[config.mk]
export PLATFORM = sky130hd
export DESIGN_NAME = seq_lut_mult
export DESIGN_NICKNAME = d
export VERILOG_FILES = /design/src/rtl/seq_lut_mult.sv
export SDC_FILE = /design/constraint.sdc
export NUM_CORES = 1
export LEC_CHECK = 0
export BUFFER_PORTS_ARGS = -buffer_cell sky130_fd_sc_hd__buf_4
export CAP_MARGIN = 15
export CELL_PAD_IN_SITES_DETAIL_PLACEMENT = 1
export CELL_PAD_IN_SITES_GLOBAL_PLACEMENT = 1
export CORE_MARGIN = 5
export CORE_UTILIZATION = 50
export CTS_CLUSTER_DIAMETER = 120
export DETAILED_ROUTE_END_ITERATION = 6
export GPL_ROUTABILITY_DRIVEN = 0
export GPL_TIMING_DRIVEN = 1
export PLACE_DENSITY = 0.86
export SKIP_CTS_REPAIR_TIMING = 1
export SYNTH_ARGS = -nofsm -noshare
export SYNTH_HDL_FRONTEND = slang
export SYNTH_SLANG_ARGS = --single-unit
[constraint.sdc]
create_clock -name clk -period 12.5 [get_ports clk]
set_clock_uncertainty 0.1 [all_clocks]
set_input_delay 2.5 -clock clk [delete_from_list [all_inputs] [get_ports clk]]
set_output_delay 2.5 -clock clk [all_outputs]
set_load 0.02 [all_outputs]
[src/rtl/seq_lut_mult.sv]
// Sequential digit-serial multiplier: one DIGIT x DIGIT product per cycle from a constant ROM,
// accumulated with shifts; valid/ready on both sides, per-op signed/unsigned mode.
module seq_lut_mult #(
    parameter int unsigned WIDTH = 8,
    parameter int unsigned DIGIT = 4
) (
    input  logic                 clk,
    input  logic                 reset,
    input  logic                 io_in_valid,
    output logic                 io_in_ready,
    input  logic [WIDTH-1:0]     io_in_lhs,
    input  logic [WIDTH-1:0]     io_in_rhs,
    input  logic                 io_in_signed,
    output logic                 io_out_valid,
    input  logic                 io_out_ready,
    output logic [2*WIDTH-1:0]   io_out_data
);

    localparam int unsigned N         = WIDTH / DIGIT;
    localparam int unsigned CW        = (N > 1) ? $clog2(N) : 1;
    localparam int unsigned PW        = 2 * WIDTH;
    localparam int unsigned DW        = 2 * DIGIT;
    localparam int unsigned ROM_DEPTH = 1 << DW;
    localparam logic [CW-1:0] LAST    = CW'(N - 1);

    typedef enum logic [1:0] {
        IDLE,
        CALC,
        DONE
    } state_t;

    state_t            state_q, state_d;
    logic [WIDTH-1:0]  lhs_mag_q, rhs_mag_q;
    logic              neg_q;
    logic [PW-1:0]     acc_q;
    logic [CW-1:0]     i_q, j_q;
    logic [PW-1:0]     data_q;

    logic [DIGIT-1:0]  a_dig, b_dig;
    logic [DW-1:0]     pp;
    logic [PW-1:0]     acc_sum;
    logic [PW-1:0]     result;
    logic              last;
    logic [WIDTH-1:0]  lhs_mag_d, rhs_mag_d;

    // Product ROM indexed by {a, b}; contents are elaboration-time constants
    logic [DW-1:0] rom [ROM_DEPTH];
    for (genvar k = 0; k < ROM_DEPTH; k++) begin : g_rom
        localparam int unsigned A = k / (1 << DIGIT);
        localparam int unsigned B = k % (1 << DIGIT);
        assign rom[k] = DW'(A * B);
    end

    // Operand magnitudes at accept; -2^(W-1) maps onto itself as an unsigned magnitude
    always_comb begin
        lhs_mag_d = (io_in_signed && io_in_lhs[WIDTH-1]) ? WIDTH'(-io_in_lhs) : io_in_lhs;
        rhs_mag_d = (io_in_signed && io_in_rhs[WIDTH-1]) ? WIDTH'(-io_in_rhs) : io_in_rhs;
    end

    // Current digit pair, shifted partial product and final sign fix-up
    always_comb begin
        a_dig   = DIGIT'(lhs_mag_q >> (DIGIT * 32'(i_q)));
        b_dig   = DIGIT'(rhs_mag_q >> (DIGIT * 32'(j_q)));
        pp      = rom[{a_dig, b_dig}];
        acc_sum = acc_q + (PW'(pp) << (DIGIT * (32'(i_q) + 32'(j_q))));
        result  = neg_q ? PW'(-acc_sum) : acc_sum;
        last    = (i_q == LAST) && (j_q == LAST);
    end

    always_ff @(posedge clk or negedge reset) begin
        if (!reset) state_q <= IDLE;
        else        state_q <= state_d;
    end

    always_comb begin
        state_d = state_q;
        case (state_q)
            IDLE:    if (io_in_valid)  state_d = CALC;
            CALC:    if (last)         state_d = DONE;
            DONE:    if (io_out_ready) state_d = IDLE;
            default:                   state_d = IDLE;
        endcase
    end

    always_ff @(posedge clk or negedge reset) begin
        if (!reset) begin
            lhs_mag_q <= '0;
            rhs_mag_q <= '0;
            neg_q     <= 1'b0;
            acc_q     <= '0;
            i_q       <= '0;
            j_q       <= '0;
            data_q    <= '0;
        end else begin
            case (state_q)
                IDLE: begin
                    if (io_in_valid) begin
                        lhs_mag_q <= lhs_mag_d;
                        rhs_mag_q <= rhs_mag_d;
                        neg_q     <= io_in_signed & (io_in_lhs[WIDTH-1] ^ io_in_rhs[WIDTH-1]);
                        acc_q     <= '0;
                        i_q       <= '0;
                        j_q       <= '0;
                    end
                end
                CALC: begin
                    acc_q <= acc_sum;
                    if (j_q == LAST) begin
                        j_q <= '0;
                        i_q <= i_q + CW'(1);
                    end else begin
                        j_q <= j_q + CW'(1);
                    end
                    if (last) data_q <= result;
                end
                default: ;
            endcase
        end
    end

    assign io_in_ready  = (state_q == IDLE);
    assign io_out_valid = (state_q == DONE);
    assign io_out_data  = data_q;

endmodule

# After elaboration in Yosys (flattened, before gate mapping)
# Memories as Yosys holds them, arrays and structs flattened.
# Index checks and enable logic that the tools add are counted.
# word_totals
register_bits	53
mem_bits_ro	2048
in_bits	21
out_inout_bits	18
elab_cells	55
n_memories	1
# classes
add_sub_neg	7
order_cmp	1
eq_ne	6
n_shift	3
muxes	16
bitwise_logic	3
n_reduce_logical	10
# memory_table
name	depth	word_bits	read_ports	rd_ports_with_merged_regs	write_ports	line_no	text
(no name shown)	256	8	1	0	0	64	pp = rom[{a_dig, b_dig}];
# ops
operator	n
$mux W16	2
$mux W8	4
$pmux W16 S2	1
$add A16 B16 Y16	1
$neg A16 Y16	1
$neg A8 Y8	2
$shl A8 B4 Y16	1
$shr A8 B3 Y4	2
$ge A9 B9 Y1 const B	1
$not A8 Y9	1
$mux W2	3
$ne A2 B2 Y1 const B	3
$pmux W2 S3	1
$reduce_and A2 Y1	3
$reduce_and A3 Y1	2
$pmux W1 S2	2
$logic_and A1 B1 Y1	3
$mux W1	3
$add A1 B1 Y1 const B	2
$add A1 B1 Y2	1
$eq A2 B1 Y1 const B	1
$eq A2 B2 Y1 const B	1
$logic_not A2 Y1	1
$ne A2 B1 Y1 const B	1
other kinds (3)	3

# Logic depth before layout (Yosys ltp)
# logic_depth
depth_word	9
mapped_depth	25

# Least setup slack after synthesis
# Ideal clock, no wire load.
# synth_timing
path_kind	reg-to-reg
start	register j_q
end	register data_q[15] (netlist: io_out_data[15])
arrival_ps	4883
setup_slack_ps	7387
path_stages_with_launch	24
path_cell_list	dfrtp_1 > buf_6 > mux2i_2 > inv_2 > ha_1 > mux4_2 > nand2_1 > o21ai_0 > mux4_2 > nand2_1 > o21a_1 > mux2_2 > nor2_1 > ha_1 > clkbuf_1 > o211a_1 > o21ai_1 > o21bai_1 > a21oi_1 > xor2_1 > nand3_1 > o41ai_1 > xor2_1 > o21ai_1
# synth_between
elab_chain_cells	9
# synth_lines
item	line_no	text
start: declaration	36	logic [CW-1:0] i_q, j_q;
start signal: assignment	112	j_q <= j_q + CW'(1);
$shr A8 B3 Y4	63	b_dig = DIGIT'(rhs_mag_q >> (DIGIT * 32'(j_q)));
$not A8 Y9 (not written as such)	64	
$mem_v2 Z256 W8	--	
$mux W8 (not written as such) (2 in a row)	64	
$shl A8 B4 Y16	65	acc_sum = acc_q + (PW'(pp) << (DIGIT * (32'(i_q) + 32'(j_q))));
$add A16 B16 Y16	65	
$neg A16 Y16	66	result = neg_q ? PW'(-acc_sum) : acc_sum;
$mux W16	66	
end signal: assignment	114	if (last) data_q <= result;
end: declaration	37	logic [PW-1:0] data_q;
# Parallel ways exist; a longest one is shown, timed or not. The select of a mux whose other input is x is not followed.
# A chain may end at the register's enable or synchronous reset.

# Worst setup path after layout
# Same ends and word-level chain as after synthesis.

==> reports/results.tsv <==
stage	metric	value	unit
run_status	status	completed	
finish	nNetsFinal	672	
worst_setup_path	rrSetupSlack	6380	ps
timing	setup_tns	0	ps
logic_synthesis	synth.distinct_cells	68	
drt	dr.max_layer_used	met4	
finish	diodes	0	
timing	grt_setup_unrepaired	no	
finish	drive_gt1_frac	0.124	
drt	routed_wirelength	14500	um
drt	drc	0	
drt	dr.pass1.iters	4	
logic_synthesis	synth_edf_count	0	
drt	met1_length	6600	um
timing	timing.final.crit_share	0.489	
timing	slew_viol_final	0	
worst_setup_path	crit_arrival	6200	ps
worst_setup_path	timing.rr.start	j_q	
clock_network	max-clock-path-buffers	2	
die	fp.dieH	108	um
timing	fmax	164	MHz
drt	vias	4659	
logic_synthesis	netlist.area_leader.share	0.274	
global_routing	grt_start_max_net_pins	54	
min_path	holdPathStages	2	
timing	setup_violations	0	
drt	routedWlPerCell	19.3	um
min_path	min_to	io_out_data[7]	
logic_synthesis	syn-num-nets	658	
worst_setup_path	critPathKind	flip-flop to flip-flop	
clock_network	cts_buffers	5	
drt	wl_met3	796	um
global_routing	grt_pass1_wl	24100	um
drt	vias_per_cell	6.17	
logic_synthesis	synth-async-reset-ratio	1.00	
timing	max_slew_margin	0.286	
worst_setup_path	crit_fanout	11	
logic_synthesis	ys_warn_count	0	
logic_synthesis	synthCells	607	
worst_setup_path	critPathMaxStageDelay	630	ps
logic_synthesis	synth-seq-area-share	0.274	
clock_network	insertion_delay	330	ps
drt	drtIter0Drc	191	
global_routing	grtUsageTotal	0.260	
die	die_w	108	um
place	hpwl	10900	um
clock_network	cts_root_buf	clkbuf_8	
worst_setup_path	reg2reg_depth	21	
worst_setup_path	path_cells	mux2i_2, inv_2, ha_1, mux4_2, nand2_1, o21ai_0, mux4_2, nand2_1, o21a_1, mux2_2, nor2_1, ha_1, o211a_1, o21ai_1, o21bai_1, a21oi_1, xor2_1, nand3_1, o41ai_1, xor2_1, o21ai_1	
worst_setup_path	cp.required	12580	ps
drt	wl_met2	6760	um
logic_synthesis	synth_area_leaders	dfrtp_1 (27%), ha_1 (7.5%), o21ai_0 (6.8%)	
finish	mostFrequentLayoutCells	nand2_1 (80), o21ai_0 (66), dfrtp_1 (53)	
die	std_cell_rows	36	
worst_setup_path	start_kind	flip-flop	
logic_synthesis	ys_ff_latch	53	
die	core	9590	um2
die	start_util	0.505	
run	max-cap-violations	0	
worst_setup_path	r2r-end	io_out_data[15]	
die	io_pins	39	
global_routing	grt_pass1_vias	4697	
global_routing	grt_overflow	0	
timing	worstMarginPinSlew	1070	ps
logic_synthesis	netlist_area	4850	um2
timing	hold_viol_final	0	
global_routing	antenna_found_initial	0	
finish	synthToLayoutAreaGrowth	9.09	%
worst_setup_path	worstSetupEndpointType	flip-flop	
logic_synthesis	synth_ff_type	dfrtp_1	
min_path	hold_path.class	flip-flop to flip-flop	
finish	final_common_cell	nand2_1	
drt	detail-route-antenna-nets	0	
worst_setup_path	cpMaxStageDelayCell	dfrtp_1	
clock_network	cts.clk_slew.worst_paths	110	ps
die	die-area	11800	um2
logic_synthesis	synth_top_area_cell	dfrtp_1	
clock_network	cts_sinks	53	
clock_network	tritoncts	yes	
min_path	min_from	io_out_data[7]	
place	io_buffers	38	
clock_network	htreeDepth	2	
timing	period_minus_slack	6120	ps
logic_synthesis	syn_area_per_cell	7.99	um2
timing	hold_ws	397	ps
registers in the layout (all words and copies together), names as in the netlist:
| name | count |
|---|---|
| acc_q | 16 |
| i_q | 1 |
| io_out_data | 16 |
| j_q | 1 |
| lhs_mag_q | 8 |
| neg_q | 1 |
| rhs_mag_q | 8 |
| state_q | 2 |
through the flow:
stage / std cells / util / cell area (um2) / setup WS (ps)
after floorplan: 607 / - / 4850 / 7390
after global placement: 747 / 0.539 / 5170 / 6680
after detailed placement: 747 / 0.539 / 5170 / 6440
after CTS: 755 / 0.551 / 5290 / 6420
after global routing: 755 / 0.551 / 5290 / 5960
final: 755 / 0.551 / 5290 / 6380
worst max-delay path: cells and delay by family (launching register included):
kind | cells | cell delay [ps]
AO/OA/AOI/OAI | 8 | 1490
XOR/XNOR | 2 | 560
adder cells (fa/ha/maj) | 2 | 810
buffers and inverters | 1 | 230
flip-flops | 1 | 630
multiplexers | 4 | 1750
AND/OR/NAND/NOR | 4 | 420
how the worst max path moves through the flow:
stage	startpoint	to	slack (ps)	cells past startpoint
final	j_q	io_out_data[15]	6380	21
after floorplan	j_q	io_out_data[15]	7390	23
after detailed placement	j_q	io_out_data[15]	6440	21
after global placement	j_q	io_out_data[15]	6680	21
after global routing	j_q	io_out_data[15]	5960	21
after CTS	j_q	io_out_data[15]	6420	21
metal layers:
metal | GRT usage | vias up
met5 | 0 | -
met4 | 0.0884 | 0
met3 | 0.0310 | 25
met2 | 0.414 | 149
met1 | 0.365 | 2273
li1 | - | 2212
cell usage after synthesis (10+ instances only):
library cell and instances:
xor2_1 17, nor3_1 17, nand3_1 38, o21ai_1 10
nand2_1 80, a21oi_1 27, dfrtp_1 53, clkbuf_1 22
inv_1 13, o21ai_0 66, ha_1 29, nor2_1 45
mux2i_1 13, xnor2_1 31
cell families (layout without fill, tap and decap cells):
kind of cell,after synthesis,count (layout),synth area share
AOI/OAI and AO/OA,177,177,0.228
xor gates and xnor gates,49,49,0.0914
adders and majority gates,30,30,0.0790
buffers and inverters,51,66,0.0459
DFF,53,53,0.274
muxes,29,29,0.0756
and+or+nand+nor,218,218,0.207
layout make-up:
class / count / area, um2
inverter: 16 / 62.6
timing repair buffer: 42 / 315
tap: 133 / 166
sequential: 53 / 1330
clock inverter: 3 / 50.0
fill: 1188 / 4310
multi-input combinational: 503 / 3300
clock buffer: 5 / 68.8
Power is left out: the tool's default activity adds up to more than one toggle a clock period on the data nets, which glitch-free logic cannot reach.
